--- src/rtl/vga_pkg.sv ---
// Shared VGA timing defaults (640x480@60), total-count helpers and the RGB pixel type.
package vga_pkg;

  localparam int DEF_COLOR_BITS = 24;
  localparam int CH_BITS        = DEF_COLOR_BITS / 3;

  localparam int DEF_H_ACTIVE   = 640;
  localparam int DEF_H_FP       = 16;
  localparam int DEF_H_SYNC     = 96;
  localparam int DEF_H_BP       = 48;
  localparam int DEF_V_ACTIVE   = 480;
  localparam int DEF_V_FP       = 10;
  localparam int DEF_V_SYNC     = 2;
  localparam int DEF_V_BP       = 33;
  localparam int DEF_PIPE_DELAY = 2;

  typedef struct packed {
    logic [CH_BITS-1:0] red;
    logic [CH_BITS-1:0] green;
    logic [CH_BITS-1:0] blue;
  } rgb_t;

  function automatic int h_total(input int act, input int fp, input int sync, input int bp);
    return act + fp + sync + bp;
  endfunction

  function automatic int v_total(input int act, input int fp, input int sync, input int bp);
    return act + fp + sync + bp;
  endfunction

endpackage

--- src/rtl/vga_delay_line.sv ---
// WIDTH x DEPTH shift register, async active-low clear; DEPTH = 0 is a wire.
module vga_delay_line #(
  parameter int WIDTH = 1,
  parameter int DEPTH = 1
) (
  input  logic             i_clk,
  input  logic             i_rst_n,
  input  logic [WIDTH-1:0] i_d,
  output logic [WIDTH-1:0] o_q
);

  if (DEPTH == 0) begin : g_pass
    logic w_unused;
    assign w_unused = i_clk ^ i_rst_n;
    assign o_q      = i_d;
  end else begin : g_sr
    logic [DEPTH-1:0][WIDTH-1:0] r_sr;

    // shift one stage per clock; never stalls so the pins always drain
    always_ff @(posedge i_clk or negedge i_rst_n) begin
      if (!i_rst_n) begin
        r_sr <= '0;
      end else begin
        r_sr[0] <= i_d;
        for (int i = 1; i < DEPTH; i++) r_sr[i] <= r_sr[i-1];
      end
    end

    assign o_q = r_sr[DEPTH-1];
  end

endmodule

--- src/rtl/vga_timing_gen.sv ---
// VGA raster timing: counters, renderer strobes, and pin-aligned sync/blank/colour.
// Define VGA_TEST_PATTERN_EN to replace the colour input with 8 vertical colour bars.
module vga_timing_gen
  import vga_pkg::*;
#(
  parameter int COLOR_BITS      = DEF_COLOR_BITS,
  parameter int H_ACTIVE        = DEF_H_ACTIVE,
  parameter int H_FP            = DEF_H_FP,
  parameter int H_SYNC          = DEF_H_SYNC,
  parameter int H_BP            = DEF_H_BP,
  parameter int V_ACTIVE        = DEF_V_ACTIVE,
  parameter int V_FP            = DEF_V_FP,
  parameter int V_SYNC          = DEF_V_SYNC,
  parameter int V_BP            = DEF_V_BP,
  parameter int SYNC_ACTIVE_LOW = 1,
  parameter int PIPE_DELAY      = DEF_PIPE_DELAY,
  localparam int H_TOTAL = h_total(H_ACTIVE, H_FP, H_SYNC, H_BP),
  localparam int V_TOTAL = v_total(V_ACTIVE, V_FP, V_SYNC, V_BP),
  localparam int HW      = $clog2(H_TOTAL),
  localparam int VW      = $clog2(V_TOTAL),
  localparam int CW      = COLOR_BITS / 3
) (
  input  logic          clk_i,
  input  logic          rst_ni,
  input  logic          enable_i,
  output logic [HW-1:0] x_o,
  output logic [VW-1:0] y_o,
  output logic          display_enable_o,
  output logic          line_start_o,
  output logic          frame_start_o,
  input  logic [CW-1:0] red_i,
  input  logic [CW-1:0] green_i,
  input  logic [CW-1:0] blue_i,
  output logic          hsync_o,
  output logic          vsync_o,
  output logic          blank_n_o,
  output logic [CW-1:0] red_o,
  output logic [CW-1:0] green_o,
  output logic [CW-1:0] blue_o
);

  typedef struct packed {
    logic [CW-1:0] red;
    logic [CW-1:0] green;
    logic [CW-1:0] blue;
  } pix_t;

  // pin level when sync is not asserted
  localparam logic SYNC_IDLE = (SYNC_ACTIVE_LOW != 0);

  logic [HW-1:0] r_h;
  logic [VW-1:0] r_v;
  logic          w_h_last, w_v_last;
  logic          w_hs_raw, w_vs_raw, w_de_raw;
  logic [2:0]    w_raw, w_raw_d;
  pix_t          w_src;
  pix_t          r_rgb;
  logic          r_hsync, r_vsync, r_blank_n;

  assign w_h_last = (r_h == HW'(H_TOTAL - 1));
  assign w_v_last = (r_v == VW'(V_TOTAL - 1));

  // raster counters; enable low parks them at the origin
  always_ff @(posedge clk_i or negedge rst_ni) begin
    if (!rst_ni) begin
      r_h <= '0;
      r_v <= '0;
    end else if (!enable_i) begin
      r_h <= '0;
      r_v <= '0;
    end else if (w_h_last) begin
      r_h <= '0;
      r_v <= w_v_last ? '0 : r_v + VW'(1);
    end else begin
      r_h <= r_h + HW'(1);
    end
  end

  // raw decode, active-high, all gated by enable so the pipe drains when stopped
  assign w_hs_raw = enable_i && (r_h >= HW'(H_ACTIVE + H_FP))
                             && (r_h <  HW'(H_ACTIVE + H_FP + H_SYNC));
  assign w_vs_raw = enable_i && (r_v >= VW'(V_ACTIVE + V_FP))
                             && (r_v <  VW'(V_ACTIVE + V_FP + V_SYNC));
  assign w_de_raw = enable_i && (r_h < HW'(H_ACTIVE)) && (r_v < VW'(V_ACTIVE));

  assign x_o              = r_h;
  assign y_o              = r_v;
  assign display_enable_o = w_de_raw;
  assign line_start_o     = enable_i && (r_h == '0);
  assign frame_start_o    = enable_i && (r_h == '0) && (r_v == '0);

  assign w_raw = {w_hs_raw, w_vs_raw, w_de_raw};

  vga_delay_line #(.WIDTH(3), .DEPTH(PIPE_DELAY)) u_sync_dly (
    .i_clk   (clk_i),
    .i_rst_n (rst_ni),
    .i_d     (w_raw),
    .o_q     (w_raw_d)
  );

`ifdef VGA_TEST_PATTERN_EN
  localparam int BAR_W = H_ACTIVE / 8;

  logic [HW-1:0] w_x_d;
  logic [2:0]    w_bar;
  logic          w_unused;

  assign w_unused = ^{red_i, green_i, blue_i};

  vga_delay_line #(.WIDTH(HW), .DEPTH(PIPE_DELAY)) u_x_dly (
    .i_clk   (clk_i),
    .i_rst_n (rst_ni),
    .i_d     (r_h),
    .o_q     (w_x_d)
  );

  // bar index bits map to white,yellow,cyan,green,magenta,red,blue,black
  assign w_bar = 3'(w_x_d / HW'(BAR_W));
  assign w_src = '{red:   {CW{~w_bar[1]}},
                   green: {CW{~w_bar[2]}},
                   blue:  {CW{~w_bar[0]}}};
`else
  assign w_src = '{red: red_i, green: green_i, blue: blue_i};
`endif

  // pin register: delayed sync/blank plus the colour that belongs to the same pixel
  always_ff @(posedge clk_i or negedge rst_ni) begin
    if (!rst_ni) begin
      r_hsync   <= SYNC_IDLE;
      r_vsync   <= SYNC_IDLE;
      r_blank_n <= 1'b0;
      r_rgb     <= '0;
    end else begin
      r_hsync   <= w_raw_d[2] ? ~SYNC_IDLE : SYNC_IDLE;
      r_vsync   <= w_raw_d[1] ? ~SYNC_IDLE : SYNC_IDLE;
      r_blank_n <= w_raw_d[0];
      r_rgb     <= w_raw_d[0] ? w_src : '0;
    end
  end

  assign hsync_o   = r_hsync;
  assign vsync_o   = r_vsync;
  assign blank_n_o = r_blank_n;
  assign red_o     = r_rgb.red;
  assign green_o   = r_rgb.green;
  assign blue_o    = r_rgb.blue;

endmodule

--- config.mk ---
export PLATFORM = sky130hd
export DESIGN_NAME = vga_timing_gen
export DESIGN_NICKNAME = d
export VERILOG_FILES = /design/src/rtl/vga_pkg.sv /design/src/rtl/vga_delay_line.sv /design/src/rtl/vga_timing_gen.sv
export SDC_FILE = /design/constraint.sdc
export NUM_CORES = 1
export LEC_CHECK = 0
export CAP_MARGIN = 20
export CORE_MARGIN = 3
export CORE_UTILIZATION = 45
export DETAILED_ROUTE_END_ITERATION = 8
export PLACE_DENSITY = 0.8
export SETUP_SLACK_MARGIN = 0.5
export SLEW_MARGIN = 20
export SYNTH_ARGS = -nofsm -noshare
export SYNTH_HDL_FRONTEND = slang
export SYNTH_SLANG_ARGS = --single-unit
--- constraint.sdc ---
create_clock -name clk_i -period 2.01 [get_ports clk_i]
set_input_delay 0.5025 -clock clk_i [delete_from_list [all_inputs] [get_ports clk_i]]
set_output_delay 0.5025 -clock clk_i [all_outputs]
set_load 0.01 [all_outputs]
==> impl_metrics.sql <==
INSERT INTO impl_metrics (metric_group, metric, value, unit) VALUES
('layout', 'flow.area_growth_from_synthesis', '73.4', '%'),
('drt', 'post-route-drc-count', '0', ''),
('layout', 'postLayoutCoreUtil', '84.3', '%'),
('place', 'buffer_ports.inserted', '76', ''),
('floorplan', 'dieWidth', '76.0', 'um'),
('place', 'place_congestion', '0.818', ''),
('drt', 'route.top_layer_used', 'met4', ''),
('timing', 'final_hold_viol_count', '0', ''),
('drt', 'route.antenna.remaining_nets', '0', ''),
('timing', 'worst_clock_skew', '12.7', 'ps'),
('drt', 'route.layer.met1.wl', '2800', 'um'),
('logic_synthesis', 'yosysTopAreaCell', 'sky130_fd_sc_hd__dfrtp_1', ''),
('timing', 'worstMarginPinSlew', '523', 'ps'),
('worst_setup_path', 'critPathLaunchType', 'flip-flop', ''),
('worst_setup_path', 'criticalPathCategory', 'reg2out', ''),
('job', 'cap_violations', '0', ''),
('status', 'run_status', 'finished with violations', ''),
('timing', 'post-route-min-period', '2100', 'ps'),
('place', 'place_ws', '-616', 'ps'),
('timing', 'final.setup.worst_slack', '-89.6', 'ps'),
('worst_setup_path', 'timing.critical_path.arrival', '1600', 'ps'),
('floorplan', 'core.rowCount', '24', ''),
('logic_synthesis', 'synth_top_area_share', '57.9', '%'),
('logic_synthesis', 'synthesis.area_per_instance', '11.2', 'sq um'),
('logic_synthesis', 'synth_warnings', '0', ''),
('timing', 'setup_repair_after_global_routing_missed_its_margin', 'true', ''),
('logic_synthesis', 'synth.ff_latch_count', '53', ''),
('global_route', 'grt_first_pass_wirelength', '10100', 'um'),
('floorplan', 'initial_standard_cell_utilization_of_the_core', '48.6', '%'),
('clock_tree', 'cts_made_buffers', '5', ''),
('logic_synthesis', 'synth.net_count', '228', ''),
('drt', 'routed-wl-met3', '688', 'um'),
('power', 'power.density', '516', 'nW/um^2'),
('clock_tree', 'path_clk_slew', '100', 'ps'),
('power', 'p_leak', '1.80', 'nW'),
('floorplan', 'ports_placed_on_the_boundary', '77', ''),
('global_route', 'grt_start_max_net_pins', '54', ''),
('timing', 'worst_slew_margin_rel', '65.1', '%'),
('logic_synthesis', 'post-synth-top-count-cell', 'sky130_fd_sc_hd__dfrtp_1', ''),
('floorplan', 'die_outline_area', '5770', 'sq um'),
('drt', 'post_drt_via_cell_ratio', '5.47', ''),
('power', 'peakVddDrop', '0.319', 'mV'),
('drt', 'detail_route.iter0.violations', '98', ''),
('global_route', 'grt_antenna_before_repair', '0', ''),
('place', 'postPlaceCellArea', '3210', 'sq um'),
('global_route', 'gr-usage-all-layers', '21.8', '%'),
('layout', 'n_diodes', '0', ''),
('place', 'post-dp-hpwl', '3680', 'um'),
('clock_tree', 'clk_path_buf_depth', '2', ''),
('logic_synthesis', 'synth_enable_flop_cells', '0', ''),
('logic_synthesis', 'yosys.cell_types.count', '32', ''),
('logic_synthesis', 'syn_area', '2200', 'sq um'),
('status', 'failed_checks', 'negative setup slack', ''),
('drt', 'vias', '2204', ''),
('layout', 'fin_area', '3820', 'sq um'),
('global_route', 'first_global_vias', '2027', ''),
('layout', 'drive_gt1_share', '38.8', '%'),
('logic_synthesis', 'synth.cells.most_frequent', 'sky130_fd_sc_hd__dfrtp_1 (51), sky130_fd_sc_hd__and2_1 (26), sky130_fd_sc_hd__inv_1 (12), sky130_fd_sc_hd__nand2_1 (11), sky130_fd_sc_hd__nor2_1 (10)', ''),
('logic_synthesis', 'sequential_area_share_after_synthesis', '60.3', '%'),
('timing', 'post-route-period-util', '104', '%'),
('floorplan', 'coreArea', '4530', 'sq um'),
('logic_synthesis', 'synth.top_cells.by_area', 'sky130_fd_sc_hd__dfrtp_1 (58%), sky130_fd_sc_hd__and2_1 (7.4%), sky130_fd_sc_hd__ha_1 (2.8%)', ''),
('clock_tree', 'latest_clock_arrival_within_the_worst_skew_pair', '310', 'ps'),
('timing', 'achievable-frequency', '0.476', 'GHz'),
('timing', 'setup_viol_count_final', '1', ''),
('floorplan', 'die_h', '76.0', 'um'),
('drt', 'wire_per_inst', '17.9', 'um'),
('worst_setup_path', 'critPathRequiredTime', '1510', 'ps'),
('timing', 'timing.final.max_slew_violations', '0', ''),
('clock_tree', 'ctsRootBufferMaster', 'sky130_fd_sc_hd__clkbuf_8', ''),
('layout', 'finish.net_count', '369', '');
-- worst max-delay path, stage by stage (launching register included) --
cell and delay, ps:
sky130_fd_sc_hd__dfrtp_1 420, sky130_fd_sc_hd__nor4_2 290, sky130_fd_sc_hd__and4_1 260, sky130_fd_sc_hd__and4_1 190
sky130_fd_sc_hd__buf_2 130
-- layout make-up --
| class | instances | area, sq um |
|---|---|---|
| fill | 250 | 713 |
| clock inverter | 1 | 7.51 |
| timing repair buffer | 139 | 1320 |
| multi-input combinational | 126 | 957 |
| tap | 65 | 81.3 |
| inverter | 12 | 45.0 |
| clock buffer | 7 | 76.3 |
| sequential | 53 | 1340 |
-- cells in the final DEF, fill, tap and decap left out, drive strengths merged, types with 3 or more instances in the layout --
master,n
a21oi,5
a31oi,6
and2,26
and3,3
and4,5
buf,88
clkbuf,9
clkdlybuf4s50,24
dfrtp,51
dlygate4sd2,25
ha,5
inv,12
nand2,11
nand2b,3
nand3,8
nand4,7
nor2,10
nor3,6
nor4,4
o21ai,5
o22ai,3
or3,3
xnor2,3
xor2,6
-- repair_timing --
item,CTS,global route
gates cloned,2,0
setup buffers,22,15
pin swaps,16,9
gates resized for setup,166,52
setup endpoints to repair,69,41
-- sequential cells by signal, indices dropped and copies added, names as in the netlist --
| signal | count |
|---|---|
| blue_o | 8 |
| hsync_o | 1 |
| y_o | 10 |
| green_o | 8 |
| red_o | 8 |
| x_o | 10 |
| blank_n_o | 1 |
| u_sync_dly.o_q | 3 |
| u_sync_dly.g_sr.r_sr | 3 |
| vsync_o | 1 |
-- through the flow --
step | total power (W) | hold slack (ps) | cells | TNS, ps
2_1_floorplan | 0.00120 | 207 | 196 | 0
3_3_place_gp | 0.00136 | 331 | 356 | -1420
3_5_place_dp | 0.00137 | 335 | 356 | -1610
4_1_cts | 0.00195 | 185 | 388 | -184
5_1_grt | 0.00204 | 193 | 403 | -108
6_report | 0.00197 | 182 | 403 | -89.6
-- logic make-up after synthesis --
group / synth area share, %
simple gates: 23.6
flops: 60.3
compound gates: 5.22
buf+inv: 4.03
xor+xnor: 3.58
fa+ha+maj: 2.84
mux: 0.454
-- power breakdown --
part	total (W)	internal [W]	switching, W
Sequential	0.00111	0.00110	0.0000150
Combinational	0.000269	0.000150	0.000119
Clock	0.000588	0.000247	0.000341
Total	0.00197	0.00149	0.000475
-- worst paths after layout --
| kind | startpoint | to | slack, ps | cells past startpoint |
|---|---|---|---|---|
| worst max-delay path | x_o[9]$_DFF_PN0_ | frame_start_o | -90 | 4 |
| worst min register to register | u_sync_dly.o_q[2]$_DFF_PN0_ | hsync_o$_DFF_PN1_ | 350 | 1 |
| min in group clk_i | u_sync_dly.o_q[2]$_DFF_PN0_ | hsync_o$_DFF_PN1_ | 350 | 1 |
| max in group asynchronous | rst_ni | vsync_o$_DFF_PN1_ | 1540 | 2 |
| worst min-delay path | rst_ni | x_o[1]$_DFF_PN0_ | 180 | 2 |
| worst max register to register | x_o[4]$_DFF_PN0_ | y_o[4]$_DFFE_PN0P_ | 210 | 6 |
-- metal layers --
metal  global-route usage [%]  vias up
li1                         -      954
met1                     28.9     1053
met2                     35.2      163
met3                     4.73       34
met4                     8.33        0
met5                        0        -
Note: power is estimated with default switching activity, not from simulation.
